[config.mk]
export PLATFORM = sky130hd
export DESIGN_NAME = cla_add_sched_flat
export DESIGN_NICKNAME = d
export VERILOG_FILES = /design/src/rtl/cla_add_sched_if.sv /design/src/rtl/cla_add_sched.sv /design/src/flat_wrapper.sv
export SDC_FILE = /design/constraint.sdc
export NUM_CORES = 1
export LEC_CHECK = 0
export BUFFER_PORTS_ARGS = -buffer_cell sky130_fd_sc_hd__buf_2
export CAP_MARGIN = 40
export CELL_PAD_IN_SITES_DETAIL_PLACEMENT = 1
export CELL_PAD_IN_SITES_GLOBAL_PLACEMENT = 2
export CORE_MARGIN = 1.5
export CORE_UTILIZATION = 26
export DETAILED_ROUTE_END_ITERATION = 7
export PLACE_DENSITY = 0.95
export SLEW_MARGIN = 10
export SYNTH_ARGS = -nofsm -noshare
export SYNTH_HDL_FRONTEND = slang
export SYNTH_SLANG_ARGS = --single-unit
[constraint.sdc]
create_clock -name clk -period 3.4 [get_ports clk]
set_clock_uncertainty 0.1 [all_clocks]
set_input_delay 0.17 -clock clk [delete_from_list [all_inputs] [get_ports clk]]
set_output_delay 0.17 -clock clk [all_outputs]
set_load 0.01 [all_outputs]
[src/rtl/cla_add_sched_if.sv]
// Request/response and adder bus of the shared-adder scheduler.
// The master side is the client/adder environment; the slave side is the scheduler.
interface cla_add_sched_if #(
    parameter int NREQ = 4,
    parameter int IDW  = 2
);
    logic [NREQ-1:0]    req;
    logic [NREQ-1:0]    wide;
    logic [NREQ*32-1:0] a_in;
    logic [NREQ*32-1:0] b_in;
    logic [NREQ-1:0]    gnt;
    logic [15:0]        add_a;
    logic [15:0]        add_b;
    logic               add_cin;
    logic [16:0]        add_s;
    logic               rsp_valid;
    logic [IDW-1:0]     rsp_id;
    logic               rsp_wide;
    logic [32:0]        rsp_sum;

    modport master (
        output req, wide, a_in, b_in, add_s,
        input  gnt, add_a, add_b, add_cin, rsp_valid, rsp_id, rsp_wide, rsp_sum
    );

    modport slave (
        input  req, wide, a_in, b_in, add_s,
        output gnt, add_a, add_b, add_cin, rsp_valid, rsp_id, rsp_wide, rsp_sum
    );
endinterface

[src/rtl/cla_add_sched.sv]
// Round-robin scheduler sharing one registered 16-bit CLA among NREQ requesters;
// 32-bit adds run as a low pass then a high pass with the carry fed back through add_cin.
module cla_add_sched #(
    parameter int NREQ = 4,
    parameter int IDW  = 2
) (
    input  logic           clk,
    input  logic           rst,
    cla_add_sched_if.slave bus
);

    typedef enum logic [1:0] {
        ARB     = 2'd0,
        LO_WAIT = 2'd1,
        HI      = 2'd2
    } state_t;

    state_t          state;
    state_t          state_nxt;
    logic [IDW-1:0]  ptr;
    logic [IDW-1:0]  win;
    logic            any_req;
    logic [31:0]     a_arr [NREQ];
    logic [31:0]     b_arr [NREQ];

    logic [15:0]     op_a_p0;
    logic [15:0]     op_b_p0;
    logic [15:0]     hi_a_p0;
    logic [15:0]     hi_b_p0;
    logic [IDW-1:0]  op_id_p0;
    logic            vld_p0;
    logic            wide_p0;
    logic            hi_p0;

    logic            vld_p1;
    logic            wide_p1;
    logic [IDW-1:0]  id_p1;
    logic [15:0]     lo_q;

    function automatic logic [IDW-1:0] wrap_idx(input int v);
        int m;
        m = v % NREQ;
        return m[IDW-1:0];
    endfunction

    for (genvar i = 0; i < NREQ; i++) begin : g_unpack
        assign a_arr[i] = bus.a_in[32*i +: 32];
        assign b_arr[i] = bus.b_in[32*i +: 32];
    end

    // Descending scan so the candidate closest to ptr is the last one written.
    always_comb begin
        any_req = 1'b0;
        win     = ptr;
        for (int k = NREQ - 1; k >= 0; k--) begin
            if (bus.req[wrap_idx(int'(ptr) + k)]) begin
                any_req = 1'b1;
                win     = wrap_idx(int'(ptr) + k);
            end
        end
    end

    always_ff @(posedge clk) begin
        if (rst) begin
            state <= ARB;
        end else begin
            state <= state_nxt;
        end
    end

    always_comb begin
        state_nxt = state;
        case (state)
            ARB:     if (any_req && bus.wide[win]) state_nxt = LO_WAIT;
            LO_WAIT: state_nxt = HI;
            HI:      state_nxt = ARB;
            default: state_nxt = ARB;
        endcase
    end

    always_comb begin
        bus.gnt     = '0;
        bus.add_cin = 1'b0;
        if (state == ARB && any_req) begin
            bus.gnt[win] = 1'b1;
        end
        if (state == HI) begin
            bus.add_cin = bus.add_s[16];
        end
    end

    // Issue stage p0: operands presented to the adder
    always_ff @(posedge clk) begin
        if (rst) begin
            ptr      <= '0;
            op_a_p0  <= '0;
            op_b_p0  <= '0;
            hi_a_p0  <= '0;
            hi_b_p0  <= '0;
            op_id_p0 <= '0;
            vld_p0   <= 1'b0;
            wide_p0  <= 1'b0;
            hi_p0    <= 1'b0;
            lo_q     <= '0;
        end else begin
            case (state)
                ARB: begin
                    if (any_req) begin
                        op_a_p0  <= a_arr[win][15:0];
                        op_b_p0  <= b_arr[win][15:0];
                        op_id_p0 <= win;
                        vld_p0   <= 1'b1;
                        wide_p0  <= bus.wide[win];
                        hi_p0    <= 1'b0;
                        ptr      <= wrap_idx(int'(win) + 1);
                        if (bus.wide[win]) begin
                            hi_a_p0 <= a_arr[win][31:16];
                            hi_b_p0 <= b_arr[win][31:16];
                        end
                    end else begin
                        vld_p0 <= 1'b0;
                    end
                end
                LO_WAIT: begin
                    op_a_p0 <= hi_a_p0;
                    op_b_p0 <= hi_b_p0;
                    vld_p0  <= 1'b1;
                    hi_p0   <= 1'b1;
                end
                HI: begin
                    vld_p0 <= 1'b0;
                    hi_p0  <= 1'b0;
                    lo_q   <= bus.add_s[15:0];
                end
                default: begin
                    vld_p0 <= 1'b0;
                    hi_p0  <= 1'b0;
                end
            endcase
        end
    end

    // Adder stage p1: tags aligned with the adder's internal sum register
    always_ff @(posedge clk) begin
        if (rst) begin
            vld_p1  <= 1'b0;
            wide_p1 <= 1'b0;
            id_p1   <= '0;
        end else begin
            vld_p1  <= vld_p0 & (~wide_p0 | hi_p0);
            wide_p1 <= wide_p0;
            id_p1   <= op_id_p0;
        end
    end

    assign bus.add_a     = op_a_p0;
    assign bus.add_b     = op_b_p0;
    assign bus.rsp_valid = vld_p1;
    assign bus.rsp_id    = vld_p1 ? id_p1 : '0;
    assign bus.rsp_wide  = vld_p1 & wide_p1;
    // The adder register is never reset, so the sum is masked until a tagged result lands.
    assign bus.rsp_sum   = !vld_p1 ? 33'd0 :
                           wide_p1 ? {bus.add_s, lo_q} : {16'd0, bus.add_s};

endmodule

[src/flat_wrapper.sv]
// flat-port wrapper written by rule: the top's interface ports become plain ports
module cla_add_sched_flat 
#(
    parameter int NREQ = 4,
    parameter int IDW  = 2
)
  (clk, rst, bus_req, bus_wide, bus_a_in, bus_b_in, bus_add_s, bus_gnt, bus_add_a, bus_add_b, bus_add_cin, bus_rsp_valid, bus_rsp_id, bus_rsp_wide, bus_rsp_sum);
  cla_add_sched_if #(.NREQ(NREQ), .IDW(IDW)) bus_i ();
  input  logic clk;
  input  logic rst;
  input wire logic [$bits(bus_i.req)-1:0] bus_req;
  input wire logic [$bits(bus_i.wide)-1:0] bus_wide;
  input wire logic [$bits(bus_i.a_in)-1:0] bus_a_in;
  input wire logic [$bits(bus_i.b_in)-1:0] bus_b_in;
  input wire logic [$bits(bus_i.add_s)-1:0] bus_add_s;
  output wire logic [$bits(bus_i.gnt)-1:0] bus_gnt;
  output wire logic [$bits(bus_i.add_a)-1:0] bus_add_a;
  output wire logic [$bits(bus_i.add_b)-1:0] bus_add_b;
  output wire logic [$bits(bus_i.add_cin)-1:0] bus_add_cin;
  output wire logic [$bits(bus_i.rsp_valid)-1:0] bus_rsp_valid;
  output wire logic [$bits(bus_i.rsp_id)-1:0] bus_rsp_id;
  output wire logic [$bits(bus_i.rsp_wide)-1:0] bus_rsp_wide;
  output wire logic [$bits(bus_i.rsp_sum)-1:0] bus_rsp_sum;
  assign bus_i.req = bus_req;
  assign bus_i.wide = bus_wide;
  assign bus_i.a_in = bus_a_in;
  assign bus_i.b_in = bus_b_in;
  assign bus_i.add_s = bus_add_s;
  assign bus_gnt = bus_i.gnt;
  assign bus_add_a = bus_i.add_a;
  assign bus_add_b = bus_i.add_b;
  assign bus_add_cin = bus_i.add_cin;
  assign bus_rsp_valid = bus_i.rsp_valid;
  assign bus_rsp_id = bus_i.rsp_id;
  assign bus_rsp_wide = bus_i.rsp_wide;
  assign bus_rsp_sum = bus_i.rsp_sum;
  cla_add_sched #(.NREQ(NREQ), .IDW(IDW)) u_core (.clk(clk), .rst(rst), .bus(bus_i));
endmodule
; ---- Word level (Yosys, flattened, before mapping)
; Index checks and enable logic that the tools add are counted.
[op_classes]
addsub = 4
eq_ne = 4
n_mux = 41
n_reduce_logical = 8
magnitude_cmp = 7
bitwise_logic = 5
[op_table]
columns = cell, count
row1 = binary-select mux 32 bit (select 2 bit), 2
row2 = 2-to-1 mux 32 bit, 4
row3 = 2-to-1 mux 33 bit, 2
row4 = case mux 16 bit (2 select lines), 2
row5 = 2-to-1 mux 16 bit, 2
row6 = "< comparator 2 x 3 -> 1 bit, second input constant", 5
row7 = 2-to-1 mux 1 bit, 13
row8 = 2-to-1 mux 2 bit, 6
row9 = binary-select mux 1 bit (select 2 bit), 5
row10 = "adder 2 x 1 -> 2 bit, second input constant", 2
row11 = "adder 2 bit, second input constant", 2
row12 = 2-to-1 mux 4 bit, 1
row13 = "inequality test 2 x 1 -> 1 bit, second input constant", 2
row14 = case mux 1 bit (2 select lines), 2
row15 = case mux 2 bit (2 select lines), 1
row16 = AND reduction 2 bit, 2
row17 = ">= comparator 3 bit, second input constant", 1
row18 = logical AND 1 bit, 3
row19 = NOT 2 -> 3 bit, 1
row20 = AND reduction 3 bit, 1
row21 = AND 1 bit, 2
row22 = demux 1 bit (select 2 bit), 1
row23 = "equality test 2 x 1 -> 1 bit, second input constant", 1
row24 = "equality test 2 bit, second input constant", 1
row25 = 5 further kinds, 5
[word_totals]
register_bits = 93
out_inout_bits = 74
word_cells = 83

; ---- Depth between registers and ports, before layout
; Gate-level depths: netlist (run 1).
[logic_depth]
depth_word = 13
ltp_mapped = 10
depth_no_buf = 7

; ---- Worst setup path after synthesis (run 1)
; No wires, ideal clock.
[synth_path]
path_kind = reg2reg
startpoint = register u_core.ptr[1]
endpoint = register u_core.hi_b_p0[10]
setup_time_ns = 0.132
stages_incl_launch_ff = 11
path_slack_ns = 1.355
path_buffers = 3
arrival_time_ns = 1.813
required_ns = 3.168
path_cell_list = dfxtp_1 nand2_1 a21oi_1 o221a_4 inv_4 buf_6 buf_8 a211o_4 buf_6 nand3_1 a21oi_1
[synth_via]
elab_chain_cells = 11
word_cells_on_any_way = 26
cone_classes = 3 x add/sub / 21 x mux / 1 x bitwise / 1 x reduce/logical
[synth_rtl]
columns = element, line
row1 = start: declaration, cla_add_sched.sv:20  ; logic [IDW-1:0] ptr;
row2 = start signal: assignment, cla_add_sched.sv:115  ; ptr <= wrap_idx(int'(win) + 1);
row3 = adder 2 bit, cla_add_sched.sv:56  ; if (bus.req[wrap_idx(int'(ptr) + k)]) begin
row4 = binary-select mux 1 bit (select 2 bit), cla_add_sched.sv:56
row5 = 2-to-1 mux 1 bit (implied by the code), cla_add_sched.sv:56
row6 = 2-to-1 mux 2 bit (3 in series), cla_add_sched.sv:56
row7 = 2-to-1 mux 2 bit (*), cla_add_sched.sv:56
row8 = net u_core.win[0], cla_add_sched.sv:21  ; logic [IDW-1:0] win;
row9 = NOT 2 -> 3 bit (implied by the code), cla_add_sched.sv:118  ; hi_b_p0 <= b_arr[win][31:16];
row10 = binary-select mux 32 bit (select 2 bit), cla_add_sched.sv:118
row11 = 2-to-1 mux 32 bit (2 in series), --
row12 = end signal: assignment, cla_add_sched.sv:118
row13 = end: declaration, cla_add_sched.sv:29  ; logic [15:0] hi_b_p0;
; Mark *: on every way through the listed nets, which the timed path passes. The rest lies on a longest branch. The select of a mux whose other input is x is not followed.
; A chain may end at the register's enable or synchronous reset.

; ---- Worst setup path after layout (run 1)
[layout_path]
startpoint = register u_core.ptr[1]
endpoint = output port bus_gnt[2]
[layout_via]
elab_chain_cells = 12
word_cells_on_any_way = 26
cone_classes = 3 x add/sub / 2 x order compare / 19 x mux / 2 x reduce/logical
[layout_rtl]
columns = element, line
row1 = adder 2 bit, "cla_add_sched.sv:56, cla_add_sched.sv:58"
row2 = binary-select mux 1 bit (select 2 bit), cla_add_sched.sv:56
row3 = 2-to-1 mux 1 bit (implied by the code), cla_add_sched.sv:56
row4 = 2-to-1 mux 2 bit (4 in series), cla_add_sched.sv:56
row5 = < comparator 2 x 3 -> 1 bit (implied by the code) or >= comparator 2 x 1 -> 1 bit (tied branches), cla_add_sched.sv:85  ; bus.gnt[win] = 1'b1;
row6 = logical AND 1 bit (implied by the code), cla_add_sched.sv:85
row7 = 2-to-1 mux 1 bit (implied by the code), cla_add_sched.sv:85
row8 = demux 1 bit (select 2 bit), --
row9 = 2-to-1 mux 4 bit (*), cla_add_sched.sv:84  ; if (state == ARB && any_req) begin
row10 = end: declaration, flat_wrapper.sv:16  ; output wire logic [$bits(bus_i.gnt)-1:0] bus_gnt;
; Mark *: on every way between the ends. The rest lies on a longest branch, timed or not. The select of a mux whose other input is x is not followed.

==> results by group, run 1 <==
Status
  • Run status: finished, final reports clean

STA
  • Headroom to the max-slew limit: 0.588
  • Post-route minimum period: 2660 ps
  • Number of pins with negative max-slew slack in the final report: 0
  • Sum of negative setup slack: 0 ps
  • Part of the cycle the worst path needs: 0.781
  • RSZ-0062 raised after global routing: false
  • PnR worst setup slack: 744 ps
  • FMAX: 376 MHz
  • Setup-failing EPs final: 0
  • Number of failing hold endpoints at the final stage: 0
  • Actual transition at the worst max-transition pin: 618 ps

Critical path
  • Worst flop-to-flop path startpoint: u_core.ptr[0]
  • Peak fanout along the critical path: 28
  • Capturing point of the worst reg2reg path: u_core.hi_b_p0[11]
  • Nature of the critical path startpoint: flop
  • Critical Path End Type: output pin
  • Classification of the worst setup path: reg2out
  • WP data arrival: 2390 ps
  • Slack of the worst reg-to-reg path: 920 ps
  • Data required time at the worst endpoint: 3130 ps
  • Worst reg-to-reg path cell count: 7

Drt
  • Drt initial violations: 227
  • Routed length per instance: 19.4 um
  • Total iterations of the first detailed-routing run: 4
  • Via count: 6,065
  • Residual DRC: 0
  • Sum of routed wire length over all layers: 23,400 um
  • Vias per inst: 5.04
  • Post-route antenna net violation count: 0

Yosys
  • Cell count after synthesis: 578
  • Synthesized netlist net count: 865
  • Synth cell types: 35
  • Post-synthesis share of cell area spent on xor and xnor gates: 0
  • Flops & latches, synth: 93
  • Register area share after synthesis: 0.328
  • Post-synthesis mux area share: 0.284
  • Largest family of logic cells by synthesized area: multiplexers
  • Yosys synthesis warning count: 0
  • Compound-gate portion of the synthesized area: 0.173
  • Simple-gate area share of the yosys netlist: 0.149
  • Synth Cell Area: 5680 sq um
  • Adder-Cell Fraction of Synth Area: 0.00881
  • Post-Synthesis Mean Instance Area: 9.82 sq um

Layout
  • Layout cell share with drive strength beyond 1: 0.501
  • Fin cells: 1,204
  • Area added between synthesis and finish: 44.5%
  • Final core utilization: 0.387
  • Filler instances: 2,542
  • Most common cell after layout, fill and taps aside: sky130_fd_sc_hd__buf_2
  • Register area: 1860 sq um
  • # nets final: 1,205
  • Area of combinational cells with multiple inputs: 3530 sq um
  • Commonest cells after routing, fill and taps aside: 355 x sky130_fd_sc_hd__buf_2, 93 x sky130_fd_sc_hd__dfxtp_1, 86 x sky130_fd_sc_hd__a21oi_1, 70 x sky130_fd_sc_hd__nand2_1, 64 x sky130_fd_sc_hd__mux4_2

GRT
  • Overall overflow remaining after global route: 0
  • Number of global-route vias before repair: 6,545
  • Global-route total usage across every layer: 0.199
  • Maximum number of pins on one net before global-route repair: 51
  • Global-route wire length before repair: 34,500 um
  • Number of antenna violations at the first check in global routing: 7

Floorplan
  • Die height: 151 um
  • Initial Util: 0.268
  • CORE AREA: 21,200 sq um
  • Die Area: 22,700 sq um
  • Horizontal extent of the die: 151 um
  • IO Pins: 357
  • Std-Cell Rows: 53

Worst hold path
  • Worst min-delay path startpoint: bus_req[2]
  • Path category of the worst min-delay check: in2reg
  • Worst hold path depth: 4
  • Endpoint with the worst hold slack: u_core.hi_p0

Clock network
  • Maximum clock insertion buffer count: 2
  • Clock-pin slew on the worst setup and hold paths: 60 ps
  • CTS Sinks: 93
  • Post-cts repair resize count: 0
  • Root Driver: sky130_fd_sc_hd__clkbuf_16
  • Max H-tree Level: 3
  • TritonCTS clock tree: built
  • Later-pin clock latency in the skew report: 340 ps
  • Number of buffers inserted during clock tree synthesis: 9

Placed design
  • Cell total after placement: 1,166
  • Last weighted congestion value of the routability-driven placer: 0.831
  • Number of port buffers: 356
  • HPWL Detailed: 18,000 um
  • Placement-stage worst setup slack: 915 ps

Power
  • Leakage power: 0.00365 uW
  • Power consumption: 5690 uW
  • Worst vdd rail ir drop: 0.271 mV
  • Cell area power density: 694 nW/um^2

Job
  • Number of violations of the max-capacitance limit: 0
per-layer routing:
metal | global-route usage | up-vias | share of wire
met5 | 0 | - | 0.00056
met2 | 0.380 | 233 | 0.54
met1 | 0.212 | 2945 | 0.37
met4 | 0.0772 | 2 | 0.024
li1 | - | 2852 | -
met3 | 0.0398 | 33 | 0.066
metrics by stage:
stage                     cell area, sq um  hold slack, ps
final                                 8200             172
after detailed placement              7700             340
after floorplan                       5680             206
after global placement                7690             332
after global routing                  8200             206
after CTS                             8190             155
power by group:
| group | total [uW] | switching (uW) | leakage, uW | internal [uW] |
|---|---|---|---|---|
| clock network | 1110 | 444 | 0.000152 | 667 |
| registers | 1640 | 213 | 0.000764 | 1430 |
| logic | 2940 | 1580 | 0.00273 | 1350 |
synthesized netlist by cell type:
cell type,n,area (sq um)
sky130_fd_sc_hd__a211o_4,1,17.5
sky130_fd_sc_hd__nor3_1,3,15.0
sky130_fd_sc_hd__a211oi_2,2,25.0
sky130_fd_sc_hd__buf_1,2,7.51
sky130_fd_sc_hd__o21ai_0,28,140
sky130_fd_sc_hd__ha_1,4,50.1
sky130_fd_sc_hd__buf_2,12,60.1
sky130_fd_sc_hd__or3_1,1,6.26
sky130_fd_sc_hd__o221a_4,1,20.0
sky130_fd_sc_hd__nand2b_1,2,12.5
sky130_fd_sc_hd__mux4_2,64,1440
sky130_fd_sc_hd__and3_1,17,106
sky130_fd_sc_hd__mux2i_1,17,170
sky130_fd_sc_hd__nor4_1,1,6.26
sky130_fd_sc_hd__nor2b_1,26,163
sky130_fd_sc_hd__a31oi_4,1,21.3
sky130_fd_sc_hd__nor2_1,6,22.5
sky130_fd_sc_hd__a2111oi_2,1,15.0
sky130_fd_sc_hd__dfxtp_1,93,1860
sky130_fd_sc_hd__nand2_1,71,267
sky130_fd_sc_hd__buf_4,9,67.6
sky130_fd_sc_hd__a2111o_1,1,11.3
sky130_fd_sc_hd__and2_1,9,56.3
sky130_fd_sc_hd__and4_1,1,8.76
sky130_fd_sc_hd__nand3_1,36,180
sky130_fd_sc_hd__clkbuf_1,31,116
sky130_fd_sc_hd__buf_8,1,15.0
sky130_fd_sc_hd__a211o_1,1,8.76
sky130_fd_sc_hd__buf_6,4,45.0
sky130_fd_sc_hd__inv_4,1,6.26
sky130_fd_sc_hd__a22oi_1,32,240
sky130_fd_sc_hd__o21a_1,1,7.51
sky130_fd_sc_hd__o21ai_1,9,45.0
sky130_fd_sc_hd__a21oi_1,86,430
sky130_fd_sc_hd__inv_1,3,11.3
layout make-up:
cell class | count | share of cell area
multi-input combinational | 422 | 0.430
antenna | 6 | 0.00183
inverter | 4 | 0.00214
clock inverter | 5 | 0.0102
clock buffer | 11 | 0.0296
sequential | 93 | 0.227
timing repair buffer | 388 | 0.257
tap | 275 | 0.0419
worst max-delay path: stages (launching register included):
cell and delay [ps]:
sky130_fd_sc_hd__dfxtp_1 450, sky130_fd_sc_hd__nor3_1 130, sky130_fd_sc_hd__a2111o_1 470, sky130_fd_sc_hd__nand2_4 130, sky130_fd_sc_hd__buf_4 390, sky130_fd_sc_hd__ha_1 210, sky130_fd_sc_hd__and2_1 110, sky130_fd_sc_hd__buf_2 140
kinds of logic (layout without fill, tap and decap cells):
group,count (synthesis),count (layout)
and+or+nand+nor,173,173
AOI/OAI and AO/OA,164,164
DFF,93,93
muxes,81,81
buffers and inverters,63,408
adders and majority gates,4,4
other,0,6
worst max-delay path by stage:
stage	from	end	slack (ps)	cells after the start
CTS	u_core.ptr[1]	bus_gnt[2]	700	7
global route	u_core.ptr[1]	bus_gnt[2]	610	7
global placement	u_core.ptr[1]	u_core.hi_a_p0[1]	950	9
detailed placement	bus_req[0]	u_core.hi_b_p0[11]	910	9
finish	u_core.ptr[1]	bus_gnt[2]	740	7
floorplan	u_core.ptr[1]	u_core.hi_b_p0[10]	1350	10
sequential cells by signal, summed over array words and instances (netlist names):
register,count
u_core.hi_a_p0,16
u_core.bus.rsp_valid,1
u_core.hi_p0,1
u_core.hi_b_p0,16
u_core.lo_q,16
u_core.ptr,2
u_core.vld_p0,1
u_core.bus.add_a,16
u_core.wide_p1,1
u_core.bus.add_b,16
u_core.op_id_p0,2
u_core.state,2
u_core.id_p1,2
u_core.wide_p0,1
repair_timing:
item,CTS,global route
setup buffers,0,0
hold endpoints to repair,16,0
hold buffers,16,0
No activity file was read; power rests on OpenSTA's default activity.
==> run 2, diff against run 1 <==
CORE_UTILIZATION = 21   (was 26)
PLACE_DENSITY = 0.84   (was 0.95)
clock period = 2.32 ns   (was 3.4 ns; I/O delays follow)
==> run 2 against run 1 <==
Effect of this change: die area is 23% higher; flip-flop and latch count stayed put; combinational power is 57% higher; sequential power is 46% higher; core utilization is 6.8 points lower; via count is 0.31% higher; register-to-register slack worse by 820 ps; hold slack worse by 54 ps; setup slack worse by 660 ps; critical path depth is 1 higher; global-route usage is 3.8 points lower; critical endpoint is now bus_gnt[1].
==> results by group, run 2 (synthesis results as in run 1) <==
GRT
  • Number of global-route vias before repair: 6,312
  • Number of antenna violations at the first check in global routing: 8
  • Global-route wire length before repair: 34,500 um
  • Maximum number of pins on one net before global-route repair: 48
  • Global-route total usage across every layer: 0.161
  • Overall overflow remaining after global route: 0

Critical path
  • Critical Path End Type: output pin
  • Nature of the critical path startpoint: flop
  • Classification of the worst setup path: reg2out
  • Data required time at the worst endpoint: 2100 ps
  • Peak fanout along the critical path: 8
  • WP data arrival: 2020 ps

Drt
  • Routed length per instance: 17.9 um
  • Sum of routed wire length over all layers: 23,000 um
  • Via count: 6,084
  • Total iterations of the first detailed-routing run: 4
  • Residual DRC: 0
  • Drt initial violations: 251
  • Vias per inst: 4.75
  • Post-route antenna net violation count: 0

STA
  • Setup-failing EPs final: 0
  • FMAX: 447 MHz
  • Part of the cycle the worst path needs: 0.965
  • Post-route minimum period: 2240 ps
  • RSZ-0062 raised after global routing: true
  • Actual transition at the worst max-transition pin: 670 ps
  • Headroom to the max-slew limit: 0.553
  • Worst hold margin: 118 ps
  • Number of failing hold endpoints at the final stage: 0
  • Number of pins with negative max-slew slack in the final report: 0

Clock network
  • Max H-tree Level: 3
  • TritonCTS clock tree: built
  • CTS Sinks: 93
  • Clock-pin slew on the worst setup and hold paths: 70 ps
  • Root Driver: sky130_fd_sc_hd__clkbuf_16
  • Maximum clock insertion buffer count: 2
  • Number of buffers inserted during clock tree synthesis: 9
  • Later-pin clock latency in the skew report: 350 ps

Floorplan
  • Initial Util: 0.212
  • CORE AREA: 26,700 sq um
  • Std-Cell Rows: 60
  • IO Pins: 357
  • Horizontal extent of the die: 167 um
  • Die height: 167 um
  • Die Area: 28,000 sq um

Layout
  • Finished Cell Area: 8520 sq um
  • Filler instances: 3,198
  • # nets final: 1,222
  • Commonest cells after routing, fill and taps aside: 354 x sky130_fd_sc_hd__buf_2, 92 x sky130_fd_sc_hd__dfxtp_1, 86 x sky130_fd_sc_hd__a21oi_1, 70 x sky130_fd_sc_hd__nand2_1, 64 x sky130_fd_sc_hd__mux4_2
  • Layout cell share with drive strength beyond 1: 0.517
  • Final core utilization: 0.319
  • Most common cell after layout, fill and taps aside: sky130_fd_sc_hd__buf_2
  • Area added between synthesis and finish: 50.0%

Placed design
  • Number of port buffers: 356
  • HPWL Detailed: 17,500 um
  • Placed standard-cell area: 7910 sq um
  • Last weighted congestion value of the routability-driven placer: 0.760

Power
  • Cell area power density: 1020 nW/um^2
  • Leakage power: 0.00378 uW
  • Worst vdd rail ir drop: 0.322 mV

Status
  • Run status: finished, final reports clean

Worst hold path
  • Path category of the worst min-delay check: in2reg

Job
  • Number of violations of the max-capacitance limit: 0
[run 2: worst paths after layout]
check                                     start                  to  slack [ps]  cells after the start
worst min register to register  u_core.lo_q[13]     u_core.lo_q[13]         350                      2
worst max register to register    u_core.ptr[1]  u_core.hi_b_p0[12]         100                      8
worst min-delay path                        rst  u_core.op_id_p0[0]         120                      2
worst max-delay path              u_core.ptr[1]          bus_gnt[1]          80                      8
[run 2: worst max-delay path, stage by stage, from the launching register on]
cell	delay (ps)
sky130_fd_sc_hd__dfxtp_4	370
sky130_fd_sc_hd__nor2b_4	130
sky130_fd_sc_hd__a2111o_1	470
sky130_fd_sc_hd__nand2_4	100
sky130_fd_sc_hd__buf_12	100
sky130_fd_sc_hd__inv_1	50
sky130_fd_sc_hd__ha_1	180
sky130_fd_sc_hd__and2_4	130
sky130_fd_sc_hd__buf_2	130
[run 2: metrics by stage]
| stage | std cells | total power (uW) | setup WS, ps | TNS, ps |
|---|---|---|---|---|
| 2_1_floorplan | 578 | 5340 | 275 | 0 |
| 3_3_place_gp | 1243 | 6850 | 118 | 0 |
| 5_1_grt | 1282 | 9370 | -22.3 | -75.6 |
| 4_1_cts | 1279 | 8830 | 1.77 | 0 |
| 3_5_place_dp | 1243 | 6940 | 56.5 | 0 |
| 6_report | 1282 | 8720 | 81.9 | 0 |
[run 2: layout make-up]
class	instances	area (sq um)	area share
antenna	2	5.00	0.000588
inverter	4	17.5	0.00206
multi-input combinational	422	3550	0.417
tap	341	427	0.0501
timing repair buffer	405	2320	0.272
clock buffer	10	229	0.0269
clock inverter	5	100	0.0118
sequential	93	1870	0.219
[run 2: layer usage]
layer | share of wire | track usage
met4 | 0.020 | 0.0599
met3 | 0.063 | 0.0397
met2 | 0.51 | 0.290
met1 | 0.40 | 0.183
met5 | 0.0030 | 0
[run 2: timing repair]
item,in CTS,in global routing
gates resized for setup,1,10
hold buffers,16,0
pin swaps,2,3
endpoints found under the hold margin,16,0
gates cloned,1,0
setup buffers,4,1
endpoints found under the setup margin,4,24
[run 2: report_power, final]
part           switching [uW]  leakage [uW]  internal (uW)  total [uW]
clock                     656      0.000162           1050        1700
sequential                296      0.000765           2100        2400
combinational            2370       0.00286           2260        4620
==> run 3, diff against run 2 <==
CELL_PAD_IN_SITES_GLOBAL_PLACEMENT = 1   (was 2)
CORE_UTILIZATION = 28   (was 21)
PLACE_DENSITY = 0.86   (was 0.84)
==> run 3 against run 2 <==
Effect of this change: count of clock-buffer cells in the layout grew 1; setup slack gained 13 ps; die area shrank 25%; design area shrank 0.76%; register-to-register slack gained 30 ps; sequential power is essentially flat; via count grew 3.9%; largest cell class unchanged.
==> results by group, run 3 (synthesis results as in run 1) <==
Worst hold path
  • Path category of the worst min-delay check: in2reg

Floorplan
  • Die height: 145 um
  • Die Area: 21,100 sq um
  • CORE AREA: 19,700 sq um
  • IO Pins: 357
  • Initial Util: 0.289
  • Std-Cell Rows: 51
  • Horizontal extent of the die: 145 um

Clock network
  • Max H-tree Level: 3
  • CTS Sinks: 93
  • Maximum clock insertion buffer count: 2
  • Number of buffers inserted during clock tree synthesis: 9
  • Root Driver: sky130_fd_sc_hd__clkbuf_16
  • TritonCTS clock tree: built
  • Clock-pin slew on the worst setup and hold paths: 60 ps
  • Later-pin clock latency in the skew report: 340 ps

Drt
  • Sum of routed wire length over all layers: 24,100 um
  • Post-route antenna net violation count: 0
  • Routed length per instance: 20.0 um
  • Vias per inst: 5.25
  • Via count: 6,324
  • Total iterations of the first detailed-routing run: 4
  • Residual DRC: 0
  • Drt initial violations: 290

GRT
  • Number of antenna violations at the first check in global routing: 2
  • Overall overflow remaining after global route: 0
  • Global-route wire length before repair: 36,600 um
  • Number of global-route vias before repair: 6,837
  • Maximum number of pins on one net before global-route repair: 47
  • Global-route total usage across every layer: 0.219

STA
  • FMAX: 449 MHz
  • Number of failing hold endpoints at the final stage: 0
  • Headroom to the max-slew limit: 0.568
  • Number of pins with negative max-slew slack in the final report: 0
  • Post-route minimum period: 2220 ps
  • Setup-failing EPs final: 0
  • PnR worst setup slack: 95.2 ps
  • Worst hold margin: 151 ps
  • Actual transition at the worst max-transition pin: 647 ps
  • Part of the cycle the worst path needs: 0.959

Critical path
  • Critical Path End Type: output pin
  • Nature of the critical path startpoint: flop
  • Data required time at the worst endpoint: 2100 ps
  • Classification of the worst setup path: reg2out
  • Peak fanout along the critical path: 6
  • WP data arrival: 2010 ps

Power
  • Leakage power: 0.00378 uW
  • Worst vdd rail ir drop: 0.473 mV
  • Power consumption: 8630 uW
  • Cell area power density: 1020 nW/um^2

Placed design
  • HPWL Detailed: 17,500 um
  • Cell total after placement: 1,166
  • Placement-stage worst setup slack: 115 ps
  • Number of port buffers: 356
  • Last weighted congestion value of the routability-driven placer: 0.796

Layout
  • # nets final: 1,222
  • Area added between synthesis and finish: 48.8%
  • Commonest cells after routing, fill and taps aside: 355 x sky130_fd_sc_hd__buf_2, 91 x sky130_fd_sc_hd__dfxtp_1, 86 x sky130_fd_sc_hd__a21oi_1, 70 x sky130_fd_sc_hd__nand2_1, 64 x sky130_fd_sc_hd__mux4_2
  • Fin cells: 1,205
  • Layout cell share with drive strength beyond 1: 0.520
  • Most common cell after layout, fill and taps aside: sky130_fd_sc_hd__buf_2

Job
  • Number of violations of the max-capacitance limit: 0

Status
  • Run status: finished, final reports clean
run 3: per-stage QoR:
stage | utilization | setup TNS, ps | area (sq um)
floorplan | - | 0 | 5680
global placement | 0.397 | 0 | 7810
detailed placement | 0.397 | 0 | 7810
CTS | 0.423 | 0 | 8300
global route | 0.430 | -64.5 | 8450
finish | 0.430 | 0 | 8450
run 3: report_power, final:
group / internal (uW) / leakage (uW) / switching [uW] / total, uW
registers: 2100 / 0.000765 / 310 / 2410
logic: 2270 / 0.00287 / 2460 / 4730
clock network: 875 / 0.000143 / 612 / 1490
run 3: critical path, cell delays in order, from the launching register on:
cell                       delay (ps)
sky130_fd_sc_hd__dfxtp_4          370
sky130_fd_sc_hd__nor2b_4          140
sky130_fd_sc_hd__a2111o_1         470
sky130_fd_sc_hd__nand2_4          100
sky130_fd_sc_hd__buf_12           110
sky130_fd_sc_hd__inv_1             50
sky130_fd_sc_hd__ha_1             160
sky130_fd_sc_hd__and2_1           130
sky130_fd_sc_hd__buf_2            130
run 3: what timing repair did:
item | in CTS | in global routing
endpoints found under the hold margin | 16 | 0
gates resized for setup | 1 | 20
hold buffers | 16 | 0
buffers inserted | 2 | 2
gates cloned | 1 | 2
endpoints found under the setup margin | 4 | 36
pin swaps | 2 | 5
run 3: cell type report:
| cell class | instances | area, sq um |
|---|---|---|
| antenna | 3 | 7.51 |
| clock buffer | 11 | 253 |
| clock inverter | 2 | 35.0 |
| fill | 2365 | 11200 |
| inverter | 4 | 17.5 |
| multi-input combinational | 423 | 3610 |
| sequential | 93 | 1870 |
| tap | 265 | 332 |
| timing repair buffer | 404 | 2330 |
run 3: routing by layer:
metal / part of all wire / global-route usage / up-vias
met4: 0.021 / 0.0617 / 0
met2: 0.53 / 0.412 / 293
li1: - / - / 2883
met1: 0.38 / 0.245 / 3109
met3: 0.064 / 0.0486 / 39
met5: 0 / 0 / -
run 3: path summary, 6_finish.rpt:
kind	start	end	slack, ps	cells past startpoint
setup / recovery	u_core.ptr[1]	bus_gnt[1]	100	8
hold / removal	rst	u_core.lo_q[10]	150	2
setup reg to reg	u_core.ptr[1]	u_core.hi_a_p0[15]	130	8
hold reg to reg	u_core.lo_q[10]	u_core.lo_q[10]	360	2
